[src/rtl/hammer_stim_misr.sv]
// rtl/hammer_stim_misr.sv - LFSR stimulus driver with MISR signature capture (optional corner vectors via HAMMER_CORNER_EN)
module hammer_stim_misr #(
    parameter int          WIDTH_A   = 8,
    parameter int          WIDTH_Y   = 16,
    parameter logic [31:0] LFSR_SEED = 32'h00000001
) (
    input  logic               clk,
    input  logic               rst,
    input  logic               start,
    input  logic [15:0]        count,
    input  logic [31:0]        exp_sig,
    output logic [WIDTH_A-1:0] a,
    input  logic [WIDTH_Y-1:0] y,
    output logic               busy,
    output logic               done,
    output logic [31:0]        sig,
    output logic               pass
);

    // An all-zero seed would lock the LFSR, so it is promoted to 1.
    localparam logic [31:0] SEED = (LFSR_SEED == 32'h0) ? 32'h00000001 : LFSR_SEED;

    typedef enum logic [1:0] {
        IDLE = 2'd0,
        RUN  = 2'd1,
        DONE = 2'd2
    } state_t;

    state_t      state;
    logic [15:0] remaining;
    logic [31:0] lfsr;
    logic [31:0] sig_next;
    logic        fb;

`ifdef HAMMER_CORNER_EN
    localparam logic [WIDTH_A-1:0] VEC_ONES = '1;
    localparam logic [WIDTH_A-1:0] VEC_LOW  = VEC_ONES >> 1;
    localparam logic [WIDTH_A-1:0] VEC_MSB  = ~VEC_LOW;

    // Index of the next corner vector to drive; 4 means corners are exhausted.
    logic [2:0] corner_idx;

    function automatic logic [WIDTH_A-1:0] corner_vec(input logic [1:0] idx);
        case (idx)
            2'd0:    return '0;
            2'd1:    return VEC_ONES;
            2'd2:    return VEC_MSB;
            default: return VEC_LOW;
        endcase
    endfunction
`endif

    function automatic logic [31:0] lfsr_step(input logic [31:0] v);
        return (v >> 1) ^ (v[0] ? 32'hA3000000 : 32'h00000000);
    endfunction

    // MISR fold of the current response; y is always zero-extended.
    always_comb begin
        fb       = sig[31] ^ sig[21] ^ sig[1] ^ sig[0];
        sig_next = {sig[30:0], fb} ^ 32'(y);
    end

    assign pass = done && (sig == exp_sig);

    // Run sequencer: vector generation, signature folding and status flags.
    always_ff @(posedge clk) begin
        if (rst) begin
            state      <= IDLE;
            a          <= '0;
            sig        <= '0;
            busy       <= 1'b0;
            done       <= 1'b0;
            remaining  <= '0;
            lfsr       <= SEED;
`ifdef HAMMER_CORNER_EN
            corner_idx <= 3'd0;
`endif
        end else begin
            case (state)
                IDLE, DONE: begin
                    if (start) begin
                        sig <= '0;
                        if (count == 16'd0) begin
                            state <= DONE;
                            busy  <= 1'b0;
                            done  <= 1'b1;
                            lfsr  <= SEED;
`ifdef HAMMER_CORNER_EN
                            corner_idx <= 3'd0;
`endif
                        end else begin
                            state     <= RUN;
                            busy      <= 1'b1;
                            done      <= 1'b0;
                            remaining <= count;
`ifdef HAMMER_CORNER_EN
                            // Vector 0 is the all-zeros corner; the LFSR is untouched.
                            a          <= corner_vec(2'd0);
                            corner_idx <= 3'd1;
                            lfsr       <= SEED;
`else
                            // Vector 0 consumes the seed, so the LFSR steps past it.
                            a    <= SEED[WIDTH_A-1:0];
                            lfsr <= lfsr_step(SEED);
`endif
                        end
                    end
                end
                RUN: begin
                    sig       <= sig_next;
                    remaining <= remaining - 16'd1;
                    if (remaining == 16'd1) begin
                        state <= DONE;
                        busy  <= 1'b0;
                        done  <= 1'b1;
                    end else begin
`ifdef HAMMER_CORNER_EN
                        if (corner_idx < 3'd4) begin
                            a          <= corner_vec(corner_idx[1:0]);
                            corner_idx <= corner_idx + 3'd1;
                        end else begin
                            a    <= lfsr[WIDTH_A-1:0];
                            lfsr <= lfsr_step(lfsr);
                        end
`else
                        a    <= lfsr[WIDTH_A-1:0];
                        lfsr <= lfsr_step(lfsr);
`endif
                    end
                end
                default: begin
                    state <= IDLE;
                    busy  <= 1'b0;
                    done  <= 1'b0;
                end
            endcase
        end
    end

endmodule

[config.mk]
export PLATFORM = sky130hd
export DESIGN_NAME = hammer_stim_misr
export DESIGN_NICKNAME = d
export VERILOG_FILES = /design/src/rtl/hammer_stim_misr.sv
export SDC_FILE = /design/constraint.sdc
export NUM_CORES = 1
export LEC_CHECK = 0
export ABC_AREA = 1
export CAP_MARGIN = 40
export CORE_ASPECT_RATIO = 0.6
export CORE_MARGIN = 10
export CORE_UTILIZATION = 40
export CTS_BUF_LIST = sky130_fd_sc_hd__clkbuf_8
export DETAILED_ROUTE_END_ITERATION = 8
export PLACE_DENSITY_LB_ADDON = 0.3
export RECOVER_POWER = 25
export SLEW_MARGIN = 30
export SYNTH_ARGS = -nofsm -noshare
export SYNTH_HDL_FRONTEND = slang
export SYNTH_SLANG_ARGS = --single-unit
[constraint.sdc]
create_clock -name clk -period 1.8 [get_ports clk]
set_input_delay 0.45 -clock clk [delete_from_list [all_inputs] [get_ports clk]]
set_output_delay 0.45 -clock clk [all_outputs]
set_load 0.005 [all_outputs]
==> results of run 1 <==
cell families (layout without fill, tap and decap cells):
| group | count (synthesis) | after routing |
|---|---|---|
| adders and majority gates | 2 | 2 |
| xor gates and xnor gates | 20 | 20 |
| AOI/OAI and AO/OA | 169 | 169 |
| buffers and inverters | 75 | 238 |
| and+or+nand+nor | 336 | 336 |
| DFF | 90 | 90 |
repair_timing:
| action | CTS | global route |
|---|---|---|
| setup endpoints to repair | 31 | 16 |
| resized for setup | 71 | 32 |
| hold buffers | 0 | 0 |
| pin swaps | 15 | 22 |
routing by layer:
metal	vias up	part of all wire [%]	routed length (um)
met5	-	0	0
met4	0	1.9	287
met3	25	5.1	764
met2	133	44	6618
met1	2278	49	7320
li1	2555	-	-
Yosys cell counts:
library cell                 n  area [sq um]
sky130_fd_sc_hd__a22o_1      1         8.760
sky130_fd_sc_hd__clkbuf_1    9         33.78
sky130_fd_sc_hd__or2_2       2         12.51
sky130_fd_sc_hd__nand4_1     1         6.260
sky130_fd_sc_hd__o21bai_1    1         7.510
sky130_fd_sc_hd__o21ai_1    30         150.1
sky130_fd_sc_hd__nor2_4      1         11.26
sky130_fd_sc_hd__xor2_1     10         87.58
sky130_fd_sc_hd__ha_1        2         25.02
sky130_fd_sc_hd__nand2b_1    2         12.51
sky130_fd_sc_hd__inv_1      38         142.6
sky130_fd_sc_hd__inv_2       4         15.01
sky130_fd_sc_hd__nor2_1     93         349.1
sky130_fd_sc_hd__o21ai_0    36         180.2
sky130_fd_sc_hd__inv_8       1         11.26
sky130_fd_sc_hd__a21o_1      1         7.510
sky130_fd_sc_hd__nand2_8     2         40.04
sky130_fd_sc_hd__a21oi_2     1         8.760
sky130_fd_sc_hd__nand2_4     2         22.52
sky130_fd_sc_hd__dfxtp_1    90          1802
sky130_fd_sc_hd__o22ai_1     6         37.54
sky130_fd_sc_hd__nand2_1   180         675.7
sky130_fd_sc_hd__buf_2      11         55.05
sky130_fd_sc_hd__o31ai_1     1         7.510
sky130_fd_sc_hd__nand3_2     5         50.05
sky130_fd_sc_hd__nand3_4     1         17.52
sky130_fd_sc_hd__nand3_1    31         155.2
sky130_fd_sc_hd__nor2_2      9         56.30
sky130_fd_sc_hd__buf_1       1         3.750
sky130_fd_sc_hd__nand2_2     3         18.77
sky130_fd_sc_hd__buf_4       4         30.03
sky130_fd_sc_hd__nor3_1      4         20.02
sky130_fd_sc_hd__a21oi_1    92         460.4
sky130_fd_sc_hd__buf_6       7         78.83
sky130_fd_sc_hd__xnor2_1    10         87.58
layout make-up:
type                       instances  share of cell area, %
inverter                          43                  2.548
clock buffer                       9                  1.868
tap                              160                  3.019
clock inverter                     7                  1.510
multi-input combinational        527                  38.55
timing repair buffer             179                  24.87
sequential                        90                  27.63
sequential cells by signal (all words and copies together), names as in the netlist:
register,cells
sig,32
remaining,16
state,2
lfsr,32
a,8
stage by stage:
step	utilization [%]	hold WS (ns)
2_1_floorplan	-	0.4525
3_3_place_gp	55.86	0.4624
3_5_place_dp	55.86	0.4646
4_1_cts	57.69	0.4894
5_1_grt	58.29	0.5161
6_report	58.29	0.4866
where the power goes:
part	internal, mW	leakage (nW)	total [mW]	switching [mW]
clock network	0.797	0.114	1.56	0.764
registers	2.15	0.750	2.27	0.119
logic	0.616	2.25	1.39	0.771
worst max-delay path, delay by kind of cell:
kind	cells	cell delay, ns
buffers and inverters	2	0.61
and+or+nand+nor	4	0.41
xor gates and xnor gates	1	0.12
worst max-delay path by stage:
| stage | from | endpoint | slack, ns | depth (start not counted) |
|---|---|---|---|---|
| after floorplan | exp_sig[5] | pass | 0.34 | 6 |
| final | exp_sig[12] | pass | -0.23 | 7 |
| after detailed placement | exp_sig[24] | pass | -0.71 | 8 |
| after global routing | sig[21] | pass | -0.33 | 9 |
| after global placement | exp_sig[24] | pass | -0.69 | 8 |
| after CTS | sig[5] | pass | -0.23 | 8 |
==> flow_metrics.tcl, run 1 <==
set metrics [dict create \
    drtIter0Drc 471 \
    crit_path_top_delay_cell "sky130_fd_sc_hd__clkdlybuf4s50_1" \
    initial_antenna_violation_count 0 \
    std_cell_rows 30 \
    timing.final.crit_period_ns 2.034 \
    max_vdd_drop_uv 551.4 \
    layout.cells.most_common_list "sky130_fd_sc_hd__nand2_1, sky130_fd_sc_hd__a21oi_1, sky130_fd_sc_hd__nor2_1" \
    synth_top_family_by_area "simple AND/OR/NAND/NOR gates" \
    path_clk_slew_ns 0.09 \
    yosysUniqueCellTypes 35 \
    multi_input_area_sq_um 2556 \
    core_sq_um 11370 \
    post_cts.repair.setup_buffers 0 \
    cp_cell_sequence "clkdlybuf4s50_1, xnor2_1, nand3_1, nor2_1, nand3_1, nor2_1, buf_2" \
    global_route.usage.total_pct 17.45 \
    die_height_um 103.9 \
    met1_usage_pct 23.83 \
    drc 0 \
    synth_cells 692 \
    critPathMaxStageDelay_ns 0.48 \
    final_max_slew_viols 0 \
    post_synth_and_or_nand_nor_area_fraction_pct 30.88 \
    worst_r2r_endpoint "lfsr[21]" \
    synth_compound_area_share_pct 18.52 \
    grt_pass1_wl_mm 24.25 \
    yosys_register_bits 90 \
    cts_tree "built" \
    whs_path_depth 2 \
    synth_fa_ha_area_share_pct 0.5338 \
    cts_num_sinks 90 \
    worst-endpoint-required_ns 1.35 \
    worst_hold_path_type "flip-flop to flip-flop" \
    worst-endpoint-arrival_ns 1.58 \
    synthesis.nets 761 \
    clock-root-buffer "sky130_fd_sc_hd__clkbuf_8" \
    rr_startpoint "remaining[1]" \
    mostFrequentLayoutCell "sky130_fd_sc_hd__nand2_1" \
    setup_tns_ns -0.2339 \
    detailed_place_hpwl_mm 11.23 \
    avgSynthCellArea_sq_um 6.775 \
    n_fill_cell 1115 \
    status "finished, violations left" \
    power.density_cell_area_nw_per_um2 787.7 \
    reg2reg_setup_slack_ns 0.19 \
    failing_checks "negative setup slack" \
    wl_mm 14.99 \
    grt.met3_usage_pct 3.676 \
    seqCellArea_sq_um 1832 \
    design.portCount 110 \
    cts_buffer_depth 2 \
    synthMuxAreaShare_pct 0 \
    worst-r2r-cell-count 10 \
    period_share_pct 113.0 \
    synthXorXnorAreaFrac_pct 3.736 \
    max_cap_viol_count 0 \
    sink_of_the_worst_hold_path "lfsr[24]" \
    dr_total_vias 4991 \
    placement.setup.worst_slack_ns -0.7075 \
    leakagePower_nw 3.117 \
    hp-start "lfsr[24]" \
    gp_congestion 0.9588 \
    slew_headroom_pct 62.65 \
    drtPass1Iterations 5 \
    insertion_delay_of_the_later_clocked_pin_in_the_worst_skew_pair_ns 0.36 \
    yosys_warnings 0 \
    syn_to_final_growth_pct 41.42 \
    share_of_final_layout_standard_cells_stronger_than_drive_strength_1_pct 17.89 \
    grt_pass1_vias 4843 \
    ys_seq_area_share_pct 38.43 \
    antenna_left 0 \
    pin_count_of_the_biggest_net_entering_global_routing 53 \
    detail_routed_net_length_per_standard_cell_um 14.77 \
    setup_ws_ns -0.2339 \
    fin_nets 919 \
    via_per_inst 4.917 \
    final_instance_area_sq_um 6630 \
    place_area_sq_um 6354 \
    numPlacedInstances 999 \
    worstMarginPinSlew_ns 0.5603 \
    start_util_pct 41.22 \
    critPathKind "primary input to output port" \
    critPathMaxFanout 1 \
    io_buffer_count 109 \
    clock.fmax_ghz 0.4917 \
    groute.layer.met2.usage_pct 27.09 \
    finalClockSkew_ns 0.01451 \
    grt.overflow.total 0 \
    num_antenna_cells 0 \
    htree_num_levels 3 \
    mappedNetlistArea_sq_um 4688 \
    setup-violations-final 1 \
    total_power_mw 5.223 \
    die_width_um 159.8 \
    fin_hold_viols 0 \
    final_cells 1015 \
    setup_repair_after_global_routing_missed_its_margin "yes" \
    cts_buffers 9 \
    critPathLaunchType "primary input" \
    grt.busiest_layer "met2" \
    timing.critical_path.to_type "output port" \
    die-area_sq_um 16590 \
]
Note: power is estimated with default switching activity, not from simulation.
==> run 2: changes to the inputs <==
--- a/config.mk
+++ b/config.mk
@@ -8,9 +8,10 @@
 export ABC_AREA = 1
 export CAP_MARGIN = 40
 export CORE_ASPECT_RATIO = 0.6
-export CORE_MARGIN = 10
+export CORE_MARGIN = 4
 export CORE_UTILIZATION = 40
 export CTS_BUF_LIST = sky130_fd_sc_hd__clkbuf_8
+export CTS_CLUSTER_DIAMETER = 100
 export DETAILED_ROUTE_END_ITERATION = 8
 export PLACE_DENSITY_LB_ADDON = 0.3
 export RECOVER_POWER = 25
==> run 2 against run 1 <==
Against the previous run:
- largest power group unchanged
- the flow still finishes with violations (negative setup slack)
- sequential share of layout area barely moved
- count of clock-buffer cells in the layout rose by 1
- register-to-register slack worse by 0.04 ns
- clock power is essentially flat
- via count rose by 1.2%
- final area hardly changed
- first-iteration DRC count down 16%
- fmax is 1.0% higher
- die area down 18%
==> flow_metrics.tcl, run 2 (synthesized netlist as in run 1, its figures left out) <==
set metrics [dict create \
    status "finished, violations left" \
    failing_checks "negative setup slack" \
    worst-endpoint-arrival_ns 1.56 \
    die_width_um 147.8 \
    multi_input_area_sq_um 2572 \
    gp_congestion 0.8964 \
    core_sq_um 11370 \
    period_share_pct 111.9 \
    clock-root-buffer "sky130_fd_sc_hd__clkbuf_8" \
    max_vdd_drop_uv 480.6 \
    design.portCount 110 \
    reg.largest.list "lfsr: 32 flops, sig: 32 flops, remaining: 16 flops" \
    postLayoutCoreUtil_pct 58.31 \
    setup_repair_after_global_routing_missed_its_margin "yes" \
    seqCellArea_sq_um 1832 \
    leakagePower_nw 3.128 \
    initial_antenna_violation_count 0 \
    drc 0 \
    clkPwrFrac_pct 29.7 \
    grt_pass1_wl_mm 24.14 \
    n_fill_cell 1064 \
    detail_routed_net_length_per_standard_cell_um 14.43 \
    critPathMaxFanout 1 \
    die-area_sq_um 13570 \
    die_height_um 91.86 \
    path_clk_slew_ns 0.09 \
    pin_count_of_the_biggest_net_entering_global_routing 53 \
    power_report.internal_total_mw 3.605 \
    final_max_slew_viols 0 \
    setup_ws_ns -0.2134 \
    critPathLaunchType "primary input" \
    wl_mm 14.62 \
    io_buffer_count 109 \
    numPlacedInstances 998 \
    setup-violations-final 1 \
    htree_num_levels 3 \
    worst-endpoint-required_ns 1.35 \
    fin_nets 918 \
    drtIter0Drc 395 \
    clock.fmax_ghz 0.4967 \
    timing.final.crit_period_ns 2.013 \
    rr_startpoint "remaining[0]" \
    mostFrequentLayoutCell "sky130_fd_sc_hd__nand2_1" \
    start_util_pct 41.22 \
    power_switching_mw 1.653 \
    worst_hold_path_type "flip-flop to flip-flop" \
    detailed_place_hpwl_mm 10.99 \
    share_of_final_layout_standard_cells_stronger_than_drive_strength_1_pct 17.70 \
    worstMarginPinSlew_ns 0.5462 \
    switching_share_pct 31.43 \
    via_per_inst 4.987 \
    grt.overflow.total 0 \
    critPathKind "primary input to output port" \
    combPwrFrac_pct 26.9 \
    cts_tree "built" \
    std_cell_rows 30 \
    global_route.usage.total_pct 21.81 \
    drtPass1Iterations 5 \
    cts_buffers 9 \
    layout.cells.most_common_list "sky130_fd_sc_hd__nand2_1, sky130_fd_sc_hd__a21oi_1, sky130_fd_sc_hd__nor2_1" \
    setup_crit_start "exp_sig[16]" \
    finalClockSkew_ns 0.01247 \
    placement.setup.worst_slack_ns -0.7121 \
    timing.critical_path.to_type "output port" \
    hp-start "lfsr[24]" \
    cts-hold-fix-buffers 0 \
    sequentialPowerShare_pct 43.3 \
    dr_total_vias 5052 \
    num_antenna_cells 0 \
    antenna_left 0 \
    power.density_cell_area_nw_per_um2 792.9 \
    insertion_delay_of_the_later_clocked_pin_in_the_worst_skew_pair_ns 0.37 \
    syn_to_final_growth_pct 41.45 \
    cts_num_sinks 90 \
    cts_buffer_depth 2 \
    final_cells 1013 \
    grt_pass1_vias 4885 \
    max_cap_viol_count 0 \
    slew_headroom_pct 63.58 \
    reg2reg_setup_slack_ns 0.15 \
    fin_hold_viols 0 \
]
## run 2: cell count changes in the layout (fill, tap and decap cells not counted), sizes merged
cell and change:
dlygate4sd2 +1, clkdlybuf4s50 +1, dlymetal6s2s -2, clkbuf +1, inv -2, buf -1
## run 2: final timing paths
path,to,cells after the start
max,pass,6
min,lfsr[24],2
max reg2reg,lfsr[15],9
min reg2reg,lfsr[24],2
## run 2: layout make-up
cell class                 count  area share, %
multi-input combinational    527          38.79
sequential                    90          27.62
timing repair buffer         178          24.66
tap                          160          3.019
inverter                      43          2.547
clock buffer                  10          2.075
clock inverter                 5          1.283
## run 2: what timing repair did
action                     4_1_cts  5_1_grt
setup buffers                    0        0
resized for setup               74       28
pin swaps                       19       11
setup endpoints to repair       29       25
## run 2: routing by layer
| metal | global-route usage [%] | vias up | share of wire [%] |
|---|---|---|---|
| li1 | - | 2571 | - |
| met1 | 32.48 | 2323 | 49 |
| met2 | 32.83 | 147 | 44 |
| met5 | 0 | - | 0 |
| met4 | 3.101 | 0 | 0.61 |
| met3 | 4.938 | 11 | 5.9 |
## run 2: power by group through the flow
stage	Clock (mW)	Combinational, mW	Sequential, mW
6_report	1.56	1.42	2.28
3_5_place_dp	0	1.42	2.32
4_1_cts	1.60	1.40	2.27
3_3_place_gp	0	1.38	2.31
2_1_floorplan	0	0.855	2.30
5_1_grt	1.68	1.58	2.30
## run 2: critical path: stages
cell and delay (ns):
sky130_fd_sc_hd__clkdlybuf4s50_1 0.44, sky130_fd_sc_hd__xor2_1 0.17, sky130_fd_sc_hd__nor3_1 0.19, sky130_fd_sc_hd__nand3_1 0.10, sky130_fd_sc_hd__nor2_1 0.10, sky130_fd_sc_hd__buf_2 0.11
## run 2: stage by stage
| stage | hold WS (ns) | power (mW) | TNS [ns] | instance area (sq um) |
|---|---|---|---|---|
| after CTS | 0.4922 | 5.277 | -0.1944 | 6565 |
| after detailed placement | 0.4615 | 3.731 | -8.228 | 6346 |
| after global routing | 0.5131 | 5.564 | -0.2704 | 6631 |
| after global placement | 0.4555 | 3.689 | -8.645 | 6346 |
| final | 0.4906 | 5.258 | -0.2134 | 6631 |
| after floorplan | 0.4525 | 3.158 | 0 | 4688 |
